--- src/rtl/sprite_pkg.sv ---
// Shared definitions for the scanline sprite evaluator and the sprite fetcher:
// OAM word field positions, evaluator states and the line-buffer entry layout.
package sprite_pkg;

  localparam int OAM_EN_BIT    = 31;
  localparam int OAM_YFLIP_BIT = 30;
  localparam int OAM_XFLIP_BIT = 29;
  localparam int OAM_PRIO_BIT  = 28;
  localparam int OAM_YPOS_HI   = 27;
  localparam int OAM_YPOS_LO   = 18;
  localparam int OAM_XPOS_HI   = 17;
  localparam int OAM_XPOS_LO   = 8;
  localparam int OAM_REF_HI    = 7;
  localparam int OAM_REF_LO    = 0;

  localparam int DEF_ROW_W  = 5;
  localparam int DEF_ADDR_W = 6;

  typedef enum logic [1:0] {
    ST_IDLE = 2'd0,
    ST_SCAN = 2'd1,
    ST_DONE = 2'd2
  } state_e;

  // Entry layout for the default geometry; valid sits in the LSB.
  typedef struct packed {
    logic [DEF_ROW_W-1:0]  row;
    logic [DEF_ADDR_W-1:0] oam_index;
    logic                  valid;
  } entry_t;

  function automatic int entry_width(input int row_w, input int addr_w);
    return row_w + addr_w + 1;
  endfunction

endpackage

--- src/rtl/sprite_row_check.sv ---
// Vertical hit test for one object against one scanline, returning the
// row inside the sprite with y-flip applied. Purely combinational.
module sprite_row_check #(
  parameter int SPRITE_H = 16,
  parameter int ROW_W    = $clog2(2*SPRITE_H)
) (
  input  logic [9:0]       line_i,
  input  logic [9:0]       ypos_i,
  input  logic             enable_i,
  input  logic             yflip_i,
  input  logic             tall_i,
  output logic             hit_o,
  output logic [ROW_W-1:0] row_o
);

  localparam logic [10:0] H_NORM = 11'(SPRITE_H);
  localparam logic [10:0] H_TALL = 11'(2*SPRITE_H);

  logic signed [10:0] diff;
  logic        [10:0] height;
  logic        [10:0] row_full;
  logic               unused_row_bits;

  // A negative difference means the object starts below the line; no wrap.
  assign diff     = $signed({1'b0, line_i}) - $signed({1'b0, ypos_i});
  assign height   = tall_i ? H_TALL : H_NORM;
  assign hit_o    = enable_i && !diff[10] && ($unsigned(diff) < height);
  assign row_full = yflip_i ? (height - 11'd1 - $unsigned(diff)) : $unsigned(diff);
  assign row_o    = row_full[ROW_W-1:0];

  assign unused_row_bits = ^row_full[10:ROW_W];

endmodule

--- src/rtl/sprite_line_evaluator.sv ---
// Scans OAM once per start pulse and collects up to MAX_PER_LINE objects that
// cover the captured scanline, flagging overflow when more objects hit.
module sprite_line_evaluator
  import sprite_pkg::*;
#(
  parameter int MAX_PER_LINE  = 32,
  parameter int OAM_OBJECTS   = 64,
  parameter int OAM_ADDR_SIZE = 6,
  parameter int SPRITE_H      = 16,
  parameter int ROW_W         = $clog2(2*SPRITE_H),
  parameter int ENTRY_W       = entry_width(ROW_W, OAM_ADDR_SIZE),
  parameter int CNT_W         = $clog2(MAX_PER_LINE+1)
) (
  input  logic                                  clk,
  input  logic                                  reset,
  input  logic                                  start,
  input  logic [9:0]                            line,
  input  logic                                  tall_mode,
  input  logic [31:0]                           oam_data,
  output logic [OAM_ADDR_SIZE-1:0]              oam_addr,
  output logic [MAX_PER_LINE-1:0][ENTRY_W-1:0]  buffer,
  output logic [CNT_W-1:0]                      count,
  output logic                                  overflow,
  output logic                                  busy,
  output logic                                  done,
  output logic                                  line_prepared
);

  localparam logic [OAM_ADDR_SIZE-1:0] LAST_ADDR = OAM_ADDR_SIZE'(OAM_OBJECTS-1);
  localparam logic [CNT_W-1:0]         FULL_CNT  = CNT_W'(MAX_PER_LINE);

  state_e                              state_q;
  logic [9:0]                          line_q;
  logic                                tall_q;
  logic [OAM_ADDR_SIZE-1:0]            addr_q;
  logic                                issued_all_q;
  logic                                beat_valid_q;
  logic [OAM_ADDR_SIZE-1:0]            beat_addr_q;
  logic [MAX_PER_LINE-1:0][ENTRY_W-1:0] buffer_q;
  logic [CNT_W-1:0]                    count_q;
  logic [CNT_W-1:0]                    count_d;
  logic                                overflow_q;
  logic                                prepared_q;

  logic               obj_hit;
  logic [ROW_W-1:0]   obj_row;
  logic               eval;
  logic               buf_wr;
  logic               ovf_hit;
  logic               last_beat;
  logic               end_scan;
  logic [ENTRY_W-1:0] new_entry;
  logic               unused_fields;

  sprite_row_check #(
    .SPRITE_H (SPRITE_H),
    .ROW_W    (ROW_W)
  ) u_row_check (
    .line_i   (line_q),
    .ypos_i   (oam_data[OAM_YPOS_HI:OAM_YPOS_LO]),
    .enable_i (oam_data[OAM_EN_BIT]),
    .yflip_i  (oam_data[OAM_YFLIP_BIT]),
    .tall_i   (tall_q),
    .hit_o    (obj_hit),
    .row_o    (obj_row)
  );

  // x-flip, priority, xpos and spriteref belong to the fetcher.
  assign unused_fields = ^{oam_data[OAM_XFLIP_BIT], oam_data[OAM_PRIO_BIT],
                           oam_data[OAM_XPOS_HI:OAM_XPOS_LO],
                           oam_data[OAM_REF_HI:OAM_REF_LO]};

  always_comb begin
    eval      = (state_q == ST_SCAN) && beat_valid_q;
    buf_wr    = eval && obj_hit && (count_q != FULL_CNT);
    ovf_hit   = eval && obj_hit && (count_q == FULL_CNT);
    last_beat = eval && (beat_addr_q == LAST_ADDR);
    end_scan  = ovf_hit || last_beat;
    count_d   = count_q + CNT_W'(1);
    new_entry = {obj_row, beat_addr_q, 1'b1};
  end

  // Handshake: start is a one-cycle request accepted in any state; done is a
  // one-cycle completion pulse and line_prepared holds until the next start.
  always_ff @(posedge clk or posedge reset) begin
    if (reset) begin
      state_q      <= ST_IDLE;
      line_q       <= '0;
      tall_q       <= 1'b0;
      addr_q       <= '0;
      issued_all_q <= 1'b0;
      beat_valid_q <= 1'b0;
      beat_addr_q  <= '0;
      buffer_q     <= '0;
      count_q      <= '0;
      overflow_q   <= 1'b0;
      prepared_q   <= 1'b0;
    end else if (start) begin
      state_q      <= ST_SCAN;
      line_q       <= line;
      tall_q       <= tall_mode;
      addr_q       <= '0;
      issued_all_q <= 1'b0;
      beat_valid_q <= 1'b0;
      beat_addr_q  <= '0;
      buffer_q     <= '0;
      count_q      <= '0;
      overflow_q   <= 1'b0;
      prepared_q   <= 1'b0;
    end else begin
      case (state_q)
        ST_SCAN: begin
          // The read issued this cycle returns next cycle as beat_addr_q.
          if (!issued_all_q && !end_scan) begin
            beat_valid_q <= 1'b1;
            beat_addr_q  <= addr_q;
            if (addr_q == LAST_ADDR) begin
              issued_all_q <= 1'b1;
            end else begin
              addr_q <= addr_q + OAM_ADDR_SIZE'(1);
            end
          end else begin
            beat_valid_q <= 1'b0;
          end
          if (buf_wr) begin
            for (int i = 0; i < MAX_PER_LINE; i++) begin
              if (count_q == CNT_W'(i)) begin
                buffer_q[i] <= new_entry;
              end
            end
            count_q <= count_d;
          end
          if (ovf_hit) begin
            overflow_q <= 1'b1;
          end
          if (end_scan) begin
            state_q    <= ST_DONE;
            prepared_q <= 1'b1;
          end
        end
        ST_DONE: begin
          state_q      <= ST_IDLE;
          beat_valid_q <= 1'b0;
        end
        default: begin
          state_q      <= ST_IDLE;
          beat_valid_q <= 1'b0;
        end
      endcase
    end
  end

  assign oam_addr      = addr_q;
  assign buffer        = buffer_q;
  assign count         = count_q;
  assign overflow      = overflow_q;
  assign busy          = (state_q == ST_SCAN);
  assign done          = (state_q == ST_DONE);
  assign line_prepared = prepared_q;

endmodule

--- config.mk ---
export PLATFORM = sky130hd
export DESIGN_NAME = sprite_line_evaluator
export DESIGN_NICKNAME = d
export VERILOG_FILES = /design/src/rtl/sprite_pkg.sv /design/src/rtl/sprite_row_check.sv /design/src/rtl/sprite_line_evaluator.sv
export SDC_FILE = /design/constraint.sdc
export NUM_CORES = 1
export LEC_CHECK = 0
export ABC_CLOCK_PERIOD_IN_PS = 38900
export BUFFER_PORTS_ARGS = -buffer_cell sky130_fd_sc_hd__buf_2
export CAP_MARGIN = 10
export CORE_MARGIN = 1.5
export CORE_UTILIZATION = 57
export DETAILED_ROUTE_END_ITERATION = 16
export PLACE_DENSITY = 0.91
export SYNTH_ARGS = -nofsm -noshare
export SYNTH_HDL_FRONTEND = slang
export SYNTH_SLANG_ARGS = --single-unit
--- constraint.sdc ---
create_clock -name clk -period 38.9 [get_ports clk]
set_clock_uncertainty 0.15 [all_clocks]
set_input_delay 7.78 -clock clk [delete_from_list [all_inputs] [get_ports clk]]
set_output_delay 7.78 -clock clk [all_outputs]
set_load 0.02 [all_outputs]
# Word-level counts from Yosys, hierarchy flattened

Index checks and enable logic that the tools add are counted.

Output and inout bits: 400
Input port bits: 46
Word-level logic and storage cells: 239
Register bits: 419

Equal/unequal tests: 39
Reduce and logical (&&, ||, !) cells: 89
Muxes and demuxes: 63
$add $sub $neg: 5
Order comparisons: 1

Operator list:

| cell                  | number |
|---|---|
| $mux W384             | 3 |
| $mux W12              | 32 |
| $reduce_and A3 Y1     | 34 |
| $eq A6 B5 Y1 const B  | 16 |
| $reduce_bool A2 Y1    | 38 |
| $mux W6               | 11 |
| $eq A6 B4 Y1 const B  | 8 |
| $eq A6 B3 Y1 const B  | 4 |
| $eq A6 B6 Y1 const B  | 3 |
| $mux W1               | 13 |
| $add A6 B1 Y6 const B | 2 |
| $eq A6 B2 Y1 const B  | 2 |
| $lt A11 B6 Y1         | 1 |
| $sub A10 B10 Y11      | 1 |
| $logic_and A1 B1 Y1   | 8 |
| $reduce_and A2 Y1     | 4 |
| $eq A6 B1 Y1 const B  | 1 |
| $logic_not A6 Y1      | 1 |
| $mux W2               | 3 |
| $ne A6 B6 Y1 const B  | 1 |
| $mux W5               | 1 |
| $sub A5 B1 Y5 const B | 1 |
| $sub A5 B5 Y5         | 1 |
| $logic_not A1 Y1      | 3 |
| other kinds (5)       | 5 |

# Depth between registers and ports, before layout

Gate-level depths: netlist of the first run.

Depth in word-level cells: 12
Gate-level depth with buffers: 18
Depth with buffers taken out: 15

# Cells and area by module

A second synthesis of the first run with hierarchy kept.

Cell total of the unflattened synthesis: 1771
Area, all modules: 17943.5 µm²

By module, submodules not included:

| module                | times used | seq. area each (µm²) | cells each | area an instance (µm²) |
|---|---|---|---|---|
| sprite_line_evaluator | 1          | 10485.1              | 1694       | 17366.7 |
| sprite_row_check      | 1          | 0.0                  | 77         | 576.8 |

# Least setup slack after synthesis of the first run

Ideal clock, no wire load.

Path kind: input port to flip-flop
From: input port oam_data[18]
To: register buffer_q (netlist bit buffer[13])
Library setup time: 0.125 ns
Required time: 38.625 ns
Stages: 16
Path buffers: 2
Slack: 27.662 ns
Data arrival time: 10.963 ns
Cell sequence: ha_1 > fa_1 > nor2b_1 > o21a_1 > nor2_1 > xor2_1 > ha_1 > inv_2 > a2111oi_4 > or4b_4 > nand2_4 > and3_1 > buf_4 > nand4_2 > buf_6 > mux2_4

Longest elaborated chain between the ends: 8
Elaborated cells on any way between the ends: 9
Those cells by class: add/sub: 1; order compare: 1; reduce/logical: 7

RTL lines:

| what                                                                  | RTL line                     | RTL |
|---|---|---|
| start, declared                                                       | sprite_line_evaluator.sv:19  | `input logic [31:0] oam_data,` |
| $sub A10 B10 Y11 (*)                                                  | sprite_row_check.sv:25       | `assign diff = $signed({1'b0, line_i}) - $signed({1'b0, ypos_i});` |
| parallel branches: the longest is 2 deep, another holds $lt A11 B6 Y1 | -                            |  |
| $logic_and A1 B1 Y1 (*)                                               | sprite_row_check.sv:27       | `assign hit_o = enable_i && !diff[10] && ($unsigned(diff) < height);` |
| $logic_and A1 B1 Y1 (*) (2 in series)                                 | sprite_line_evaluator.sv:75  | `buf_wr = eval && obj_hit && (count_q != FULL_CNT);` |
| $reduce_bool A2 Y1 (no line) (*)                                      | -                            |  |
| $reduce_and A3 Y1 (no line) (*)                                       | -                            |  |
| end signal, assigned by index                                         | sprite_line_evaluator.sv:128 | `buffer_q[i] <= new_entry;` |
| end, declared                                                         | sprite_line_evaluator.sv:39  | `logic [MAX_PER_LINE-1:0][ENTRY_W-1:0] buffer_q;` |

Mark *: on every way between the ends.
A chain may end at the register's enable or synchronous reset.

# Final worst setup path of the first run

From: input port oam_data[18]
To: register buffer_q (netlist bit buffer[241])

The elaborated chain is that of the path after synthesis.

==> flow_summary.toml, run 1 <==
[route]
drt_first_iter_violations = 1774
drt-pass1-iter-count = 5
detail_route.wl_per_cell_um = 26.7
dr_total_vias = 14968
via_to_cell_ratio = 6.67
routed_wirelength_um = 59900
drc_errors = 0
route.antenna.remaining_nets = 0

[global_routing]
met1_usage_pct = 47.0
grt-ovfl-total = 0
grt_first_pass_wirelength_um = 89300
grt_max_degree = 190
grt_most_used_layer = "met2"
groute.layer.met3.usage_pct = 9.83
antenna_found_initial = 0
groute.usage.overall_pct = 37.1
met2_usage_pct = 58.3
grt_pass1_vias = 14749

[clocking]
clock_tree_from_tritoncts = "built"
cts.hold.buffers_added = 0
cts-root-to-sink-buffers = 3
cts.repair_timing.setup_buffer_count = 0
worst_skew_pair.late_latency_ns = 0.54
numCtsBuffers = 43
number_of_sinks_on_the_clock_net = 419
htreeDepth = 2
cts_resized = 0
cts.root.buffer_cell = "clkbuf_16"
clkTransAtPathRegs_ns = 0.06

[flow_run]
max-cap-violations = 0

[sta]
setup_viol = 0
timing.final.hold_violations = 0
final.min_clock_period_ns = 12.49
worst_hold_slack_ns = 0.335
slew_violations = 0
worst_slew_margin_rel_pct = 15.1
setup_tns_ns = 0
layout_worst_path_cycle_share_pct = 32.1
worstMarginPinSlew_ns = 1.27
achievable_clock_frequency_mhz = 80.0
worst_slack_ns = 26.41
rsz0062_at_grt = "false"

[critical_path]
cp_max_fo = 52
start_kind = "input port"
worst_path_max_delay_cell = "and3_1"
required_ns = 39.22
path_common_cell = "ha_1"
critical_path.cell_chain = "buf_2 -> ha_1 -> fa_1 -> nor2b_1 -> o21a_1 -> nor2_1 -> xor2_1 -> ha_1 -> inv_2 -> a2111oi_4 -> or4b_4 -> nand2_4 -> and4_4 -> buf_4 -> and3_1 -> a22o_1"
critical-path-top-delay-family = "simple AND/OR/NAND/NOR gates"
setup.worst_path.end_class = "flop"
cp_data_arrival_time_ns = 12.81
number_of_buffers_and_inverters_on_the_critical_path = 3
worst_path_largest_cell_delay_ns = 1.01
critPathKind = "input port to flop"

[hold_path]
worstHoldPathType = "flop to flop"

[synthesis]
syn-mean-instance-area_um2 = 12.0
dominantRegCellSynth = "dfrtp_1"
summed_instance_area_of_the_synthesized_netlist_um2 = 17600
number_of_standard_cells_after_synthesis = 1466
async_reset_ff_share_pct = 100
number_of_different_library_cells_in_the_post_synthesis_netlist = 64
synth.yosys.warnings = 0
synth.ff_latch_count = 419
synth_fp_nets = 1530
synth_seq_area_share_pct = 59.6
synth_edf_count = 0

[power]
power_density_nw_per_um2 = 42.1
vdd_drop_max_uv = 26.4
reported_leakage_power_nw = 11.3

[floorplan]
top_level_ports = 446
die_height_um = 179
start_util_pct = 57.6
core_area_um2 = 30500
die_x_um = 179
fp.dieArea_um2 = 31900
floorplan.rows = 64

[cells_and_area]
fraction_of_layout_instances_using_a_drive_strength_above_1_pct = 31.1
most_common_cell_after_layout_fill_and_taps_aside = "buf_2"
antenna_cells_inserted = 0
fill_cell_instance_count_of_the_final_layout = 2086
ff_latch_area_um2 = 10500
multi_input_comb_area_um2 = 6320
layout.nets = 1883
syn_to_final_growth_pct = 20.5
most-common-layout-cells = "buf_2 (425), dfrtp_1 (419), a22o_1 (223), nand2_1 (109), o2bb2ai_1 (63)"
finalNonFillerCells = 2244

[place]
place.detailed.hpwl_um = 38900
io_buffer_count = 425
place_worst_setup_slack_ns = 26.02
placed_cells_incl_taps = 2167
routabilityCongestion = 0.905

[outcome]
run_status = "completed"
## cell type report
cell class | count | area share, %
flip-flops and latches | 419 | 49.5
multi-input cells | 858 | 29.8
repair buffers | 455 | 11.2
clock buffers | 66 | 6.15
well taps | 396 | 2.34
inverters | 42 | 0.779
clock inverters | 8 | 0.283
## logic make-up (layout without fill, tap and decap cells)
family,after synthesis,count (layout),share of synthesized area [%]
AO/OA/AOI/OAI,452,452,20.7
XOR/XNOR,9,9,0.448
adder cells (fa/ha/maj),18,18,1.32
buffers and inverters,189,571,4.62
flip-flops,419,419,59.6
multiplexers,57,57,3.58
AND/OR/NAND/NOR,322,322,9.70
## worst register-to-register path: stages (launching register included)
cell,delay [ns]
dfrtp_1,0.32
inv_1,0.05
ha_1,0.21
fa_1,0.43
nor2b_1,0.18
o21a_1,0.15
nor2_1,0.06
xor2_1,0.18
ha_1,0.19
inv_2,0.05
a2111oi_4,0.38
or4b_4,0.53
nand2_4,0.13
and4_4,0.47
buf_4,0.59
and3_1,1.05
a22o_1,0.32
## through the flow
stage	utilization (%)	area, um2	power [W]
after floorplan	-	17600	0.000482
after global placement	64.9	19800	0.000494
after detailed placement	64.9	19800	0.000496
after CTS	69.4	21200	0.000891
after global routing	69.5	21200	0.000913
final	69.5	21200	0.000891
## layer usage
| metal | routed length (um) | up-vias |
|---|---|---|
| met1 | 21700 | 7514 |
| li1 | - | 6091 |
| met4 | 3540 | 0 |
| met5 | 0 | - |
| met3 | 6530 | 253 |
| met2 | 28200 | 1110 |
## state kept, by name, indices dropped and copies added (netlist names)
register,count
beat_addr_q,6
beat_valid_q,1
buffer,384
count,6
issued_all_q,1
line_prepared,1
line_q,10
oam_addr,6
overflow,1
state_q,2
tall_q,1
## cells in the mapped netlist (all sizes together), types with 3 or more instances
cell | count | area, um2
a21o | 3 | 22.5
a21oi | 50 | 250
a22o | 223 | 1950
a31oi | 49 | 363
and2 | 41 | 257
and3 | 10 | 62.6
buf | 62 | 335
clkbuf | 85 | 319
dfrtp | 419 | 10500
ha | 17 | 213
inv | 41 | 154
mux2 | 23 | 289
mux2i | 34 | 340
nand2 | 110 | 420
nand2b | 4 | 32.5
nand3 | 19 | 113
nand3b | 6 | 45.0
nand4 | 25 | 184
nor2 | 43 | 161
nor2b | 24 | 150
nor3 | 14 | 91.3
nor4 | 9 | 56.3
o211a | 3 | 30.0
o21ai | 17 | 85.1
o2bb2ai | 63 | 552
o31a | 4 | 36.3
o31ai | 23 | 173
or4 | 10 | 75.1
xnor2 | 7 | 61.3
## power breakdown
part / internal, W / total, W / switching (W) / leakage, nW
Combinational: 0.0000129 / 0.0000502 / 0.0000373 / 4.79
Clock: 0.000230 / 0.000402 / 0.000172 / 0.668
Sequential: 0.000437 / 0.000439 / 0.00000140 / 5.82
Total: 0.000681 / 0.000891 / 0.000210 / 11.3
## final timing paths
check	from	endpoint	slack, ns	depth (start not counted)
worst max-delay path	oam_data[18]	buffer[241]	26.41	16
worst min-delay path	buffer[353]	buffer[353]	0.34	1
worst max register to register	line_q[0]	buffer[241]	33.41	16
worst min register to register	buffer[353]	buffer[353]	0.34	1
max in group asynchronous	reset	buffer[32]	29.56	3
min in group asynchronous	reset	buffer[317]	7.32	2
No activity file was read; power rests on OpenSTA's default activity.
==> inputs of run 2 (changes only) <==
Settings changed: ABC_CLOCK_PERIOD_IN_PS 38900 to 12400, CORE_UTILIZATION 57 to 53, PLACE_DENSITY 0.91 to 0.86.
Clock period 38.9 ns to 12.4 ns, I/O delays scaled along.
==> flow_summary.toml, run 2 (synthesized netlist as in run 1, its figures left out) <==
[outcome]
run_status = "completed"

[sta]
worst_slew_margin_rel_pct = 11.7
worstMarginPinSlew_ns = 1.32
slew_violations = 0
achievable_clock_frequency_mhz = 147
setup_viol = 0
worst_slack_ns = 5.59
final.min_clock_period_ns = 6.81
setup_tns_ns = 0
rsz0062_at_grt = "false"
timing.final.hold_violations = 0
layout_worst_path_cycle_share_pct = 54.9

[critical_path]
setup.worst_path.end_class = "flop"
start_kind = "input port"
cp_max_fo = 50
critical_path.cell_chain = "buf_2 -> inv_1 -> ha_1 -> nor2b_1 -> o31a_1 -> nor2_1 -> xnor2_1 -> ha_1 -> a2111oi_4 -> or4b_4 -> nand2_4 -> and4_4 -> buf_4 -> a31oi_1 -> a22o_1"
worst_path_max_delay_cell = "buf_4"
number_of_buffers_and_inverters_on_the_critical_path = 3
required_ns = 12.68
path_common_cell = "ha_1"
critical-path-top-delay-family = "compound AO/OA/AOI/OAI gates"
worst_path_largest_cell_delay_ns = 0.59
cp_data_arrival_time_ns = 7.09
critPathKind = "input port to flop"
reg2reg_setup_slack_ns = 7.30

[cells_and_area]
antenna_cells_inserted = 0
syn_to_final_growth_pct = 21.7
most-common-layout-cells = "buf_2 (424), dfrtp_1 (419), a22o_1 (223), nand2_1 (109), o2bb2ai_1 (63)"
most_common_cell_after_layout_fill_and_taps_aside = "buf_2"
fraction_of_layout_instances_using_a_drive_strength_above_1_pct = 31.2
largest_reg_flops = 384
layout.nets = 1882

[route]
dr_total_vias = 14447
detail_route.wl_per_cell_um = 25.4
routed_wirelength_um = 58300
route.antenna.remaining_nets = 0
drc_errors = 0
drt_first_iter_violations = 1538
via_to_cell_ratio = 6.31
drt-pass1-iter-count = 5

[clocking]
cts.root.buffer_cell = "clkbuf_16"
cts-root-to-sink-buffers = 3
clkTransAtPathRegs_ns = 0.06
cts.repair_timing.setup_buffer_count = 0
numCtsBuffers = 42
cts_resized = 0
cts.hold.buffers_added = 0
clock_tree_from_tritoncts = "built"
htreeDepth = 2
number_of_sinks_on_the_clock_net = 419
worst_skew_pair.late_latency_ns = 0.53

[floorplan]
die_x_um = 185
top_level_ports = 446
start_util_pct = 53.9
floorplan.rows = 66
core_area_um2 = 32600
fp.dieArea_um2 = 34300
die_height_um = 185

[place]
place_worst_setup_slack_ns = 5.11
io_buffer_count = 425
place.detailed.hpwl_um = 38900
routabilityCongestion = 0.849

[global_routing]
antenna_found_initial = 0
grt-ovfl-total = 0
grt_max_degree = 188
groute.usage.overall_pct = 33.7
grt_pass1_vias = 14147
grt_first_pass_wirelength_um = 87400

[power]
power_density_nw_per_um2 = 136
vdd_drop_max_uv = 105
reported_leakage_power_nw = 11.3

[flow_run]
max-cap-violations = 0

[hold_path]
worstHoldPathType = "flop to flop"
==> run 2: per-layer routing <==
| layer | wire length [um] | global-route usage, % | vias to the layer above | share of wire, % |
|---|---|---|---|---|
| li1 | - | - | 6088 | - |
| met2 | 26700 | 52.4 | 957 | 46 |
| met3 | 6200 | 10.0 | 207 | 11 |
| met1 | 21900 | 42.1 | 7195 | 38 |
| met5 | 0 | 0 | - | 0 |
| met4 | 3530 | 18.7 | 0 | 6.1 |
==> run 2: path summary, 6_finish.rpt <==
path | start | to | cells after the start
max in group asynchronous | reset | buffer[53] | 5
worst min register to register | buffer[347] | buffer[347] | 1
min in group asynchronous | reset | buffer[80] | 3
worst min-delay path | buffer[347] | buffer[347] | 1
worst max-delay path | oam_data[19] | buffer[185] | 15
worst max register to register | line_q[0] | buffer[185] | 16
==> run 2: power breakdown <==
group	leakage (nW)	internal, W	switching [W]	total, W
Combinational	4.79	0.0000401	0.000115	0.000155
Clock	0.732	0.000843	0.000541	0.00138
Sequential	5.82	0.00137	0.00000438	0.00138
Total	11.3	0.00226	0.000660	0.00292
==> run 2: area by class of cell <==
type | count | area (um2)
clock buffers | 59 | 1200
multi-input cells | 858 | 6320
clock inverters | 16 | 305
fillers | 2359 | 11200
inverters | 42 | 161
flip-flops and latches | 419 | 10500
repair buffers | 455 | 2370
well taps | 442 | 553
==> run 2: worst reg2reg max path: stages, from the launching register on <==
cell and delay [ns]:
dfrtp_1 0.33, inv_1 0.06, ha_1 0.20, fa_1 0.40
nor2b_1 0.18, o21a_1 0.13, nor2_1 0.04, xor2_1 0.18
ha_1 0.19, inv_2 0.05, a2111oi_4 0.37, or4b_4 0.53
nand2_4 0.13, and4_4 0.51, buf_4 0.60, a31oi_1 0.58
a22o_1 0.39
==> run 2: metrics by stage <==
stage	power [W]	area [um2]	hold WS, ns	instances	utilization [%]
floorplan	0.00151	17600	0.335	1466	-
global placement	0.00155	19900	0.317	2214	60.9
detailed placement	0.00156	19900	0.318	2214	60.9
global route	0.00299	21400	0.350	2291	65.6
CTS	0.00292	21400	0.337	2289	65.5
finish	0.00292	21400	0.333	2291	65.6
==> inputs of run 3 (changes only) <==
Settings changed: ABC_CLOCK_PERIOD_IN_PS 12400 to 6200, CORE_UTILIZATION 53 to 48, PLACE_DENSITY 0.86 to 0.82.
Clock period 12.4 ns to 6.2 ns, I/O delays scaled along.
==> flow_summary.toml, run 3 (synthesized netlist as in run 1, its figures left out) <==
[sta]
achievable_clock_frequency_mhz = 198
layout_worst_path_cycle_share_pct = 81.6
slew_violations = 0
worstMarginPinSlew_ns = 1.26
setup_tns_ns = 0
setup_viol = 0
final.min_clock_period_ns = 5.06
worst_slew_margin_rel_pct = 15.3
timing.final.hold_violations = 0
rsz0062_at_grt = "false"

[critical_path]
critPathKind = "input port to flop"
regToRegEndpoint = "buffer[13]"
worst_path_max_delay_cell = "nand4_2"
start_kind = "input port"
worstReg2RegStart = "line_q[0]"
reg2reg_setup_slack_ns = 1.57
number_of_buffers_and_inverters_on_the_critical_path = 2
cp_data_arrival_time_ns = 5.35
critical-path-top-delay-family = "simple AND/OR/NAND/NOR gates"
required_ns = 6.49
worst_path_largest_cell_delay_ns = 0.57
cp_max_fo = 12
worst-r2r-cell-count = 15
critical_path.cell_chain = "buf_2 -> ha_1 -> fa_1 -> nor2b_1 -> o21a_1 -> nor2_1 -> xor2_1 -> ha_1 -> inv_2 -> a2111oi_4 -> or4b_4 -> nand2_4 -> and3_1 -> nand4_2 -> mux2_4"
setup.worst_path.end_class = "flop"
path_common_cell = "ha_1"

[cells_and_area]
fill_cell_instance_count_of_the_final_layout = 2843
most-common-layout-cells = "buf_2 (424), dfrtp_1 (419), a22o_1 (223), nand2_1 (109), o2bb2ai_1 (63)"
largest_reg_flops = 384
layout.nets = 1894
fraction_of_layout_instances_using_a_drive_strength_above_1_pct = 31.9
syn_to_final_growth_pct = 22.2
antenna_cells_inserted = 0
most_common_cell_after_layout_fill_and_taps_aside = "buf_2"

[clocking]
cts_resized = 0
numCtsBuffers = 44
number_of_sinks_on_the_clock_net = 419
worst_skew_pair.late_latency_ns = 0.57
cts.hold.buffers_added = 0
clock_tree_from_tritoncts = "built"
clkTransAtPathRegs_ns = 0.06
htreeDepth = 2
cts-root-to-sink-buffers = 3
cts.root.buffer_cell = "clkbuf_16"
cts.repair_timing.setup_buffer_count = 0

[hold_path]
whs_endpoint = "buffer[230]"
worstHoldPathType = "flop to flop"
hold_path.startpoint = "buffer[230]"
hold_depth = 1

[flow_run]
max-cap-violations = 0

[global_routing]
groute.usage.overall_pct = 31.1
grt_first_pass_wirelength_um = 89400
grt_max_degree = 157
antenna_found_initial = 0
grt_pass1_vias = 14078
grt-ovfl-total = 0

[place]
io_buffer_count = 425
place.detailed.hpwl_um = 40600
routabilityCongestion = 0.896

[floorplan]
fp.dieArea_um2 = 37800
top_level_ports = 446
die_height_um = 194
start_util_pct = 49.1
floorplan.rows = 69
die_x_um = 194
core_area_um2 = 35800

[route]
via_to_cell_ratio = 6.19
routed_wirelength_um = 59200
detailroute.wirelength.met3_um = 5560
dr_total_vias = 14375
drc_errors = 0
uppermost_layer_routed = "met4"
drt_first_iter_violations = 1287
route.antenna.remaining_nets = 0
drt-pass1-iter-count = 5
met2_wirelength_um = 28200
met1Wirelength_um = 23100
detail_route.wl_per_cell_um = 25.5

[power]
reported_leakage_power_nw = 11.4
power_density_nw_per_um2 = 266
vdd_drop_max_uv = 187
total_power_w = 0.00572

[outcome]
run_status = "completed"
run 3: changes by cell type in the layout (fill, tap and decap cells not counted), sizes merged:
cell,before,now
buf,455,465
clkinvlp,2,4
clkinv,6,8
clkbuf,59,61
bufinv,8,3
inv,42,43
run 3: worst max path at each step:
stage / start / to / slack [ns] / depth (start not counted)
finish: oam_data[18] / buffer[13] / 1.14 / 15
floorplan: reset / beat_addr_q[0] / -0.84 / 1
global route: oam_data[18] / buffer[13] / 0.95 / 15
detailed placement: oam_data[18] / buffer[13] / 0.58 / 15
CTS: oam_data[18] / buffer[13] / 1.16 / 15
global placement: oam_data[18] / buffer[25] / 0.67 / 15
run 3: final cells by class:
class | count | area [um2] | area share, %
Tap cell | 461 | 577 | 2.69
Timing Repair Buffer | 465 | 2480 | 11.5
Inverter | 42 | 161 | 0.751
Multi-Input combinational cell | 858 | 6330 | 29.5
Clock inverter | 16 | 191 | 0.891
Clock buffer | 61 | 1250 | 5.84
Sequential cell | 419 | 10500 | 48.8
run 3: power breakdown:
part / total (W) / internal (W) / switching [W]
clock network: 0.00265 / 0.00155 / 0.00111
logic: 0.000315 / 0.0000821 / 0.000233
registers: 0.00275 / 0.00274 / 0.00000869
total: 0.00572 / 0.00437 / 0.00135
run 3: through the flow:
stage	hold slack, ns	setup WS, ns	instances	instance area [um2]	utilization, %
6_report	0.334	1.14	2322	21500	60.0
3_3_place_gp	0.318	0.675	2243	20000	55.9
2_1_floorplan	0.335	-0.842	1466	17600	-
4_1_cts	0.336	1.16	2320	21500	59.9
5_1_grt	0.347	0.953	2322	21500	60.0
3_5_place_dp	0.319	0.576	2243	20000	55.9
run 3: routing by layer:
metal / vias up / track usage [%]
met4: 0 / 12.4
met1: 7286 / 40.6
met2: 845 / 50.0
li1: 6116 / -
met5: - / 0
met3: 128 / 7.63
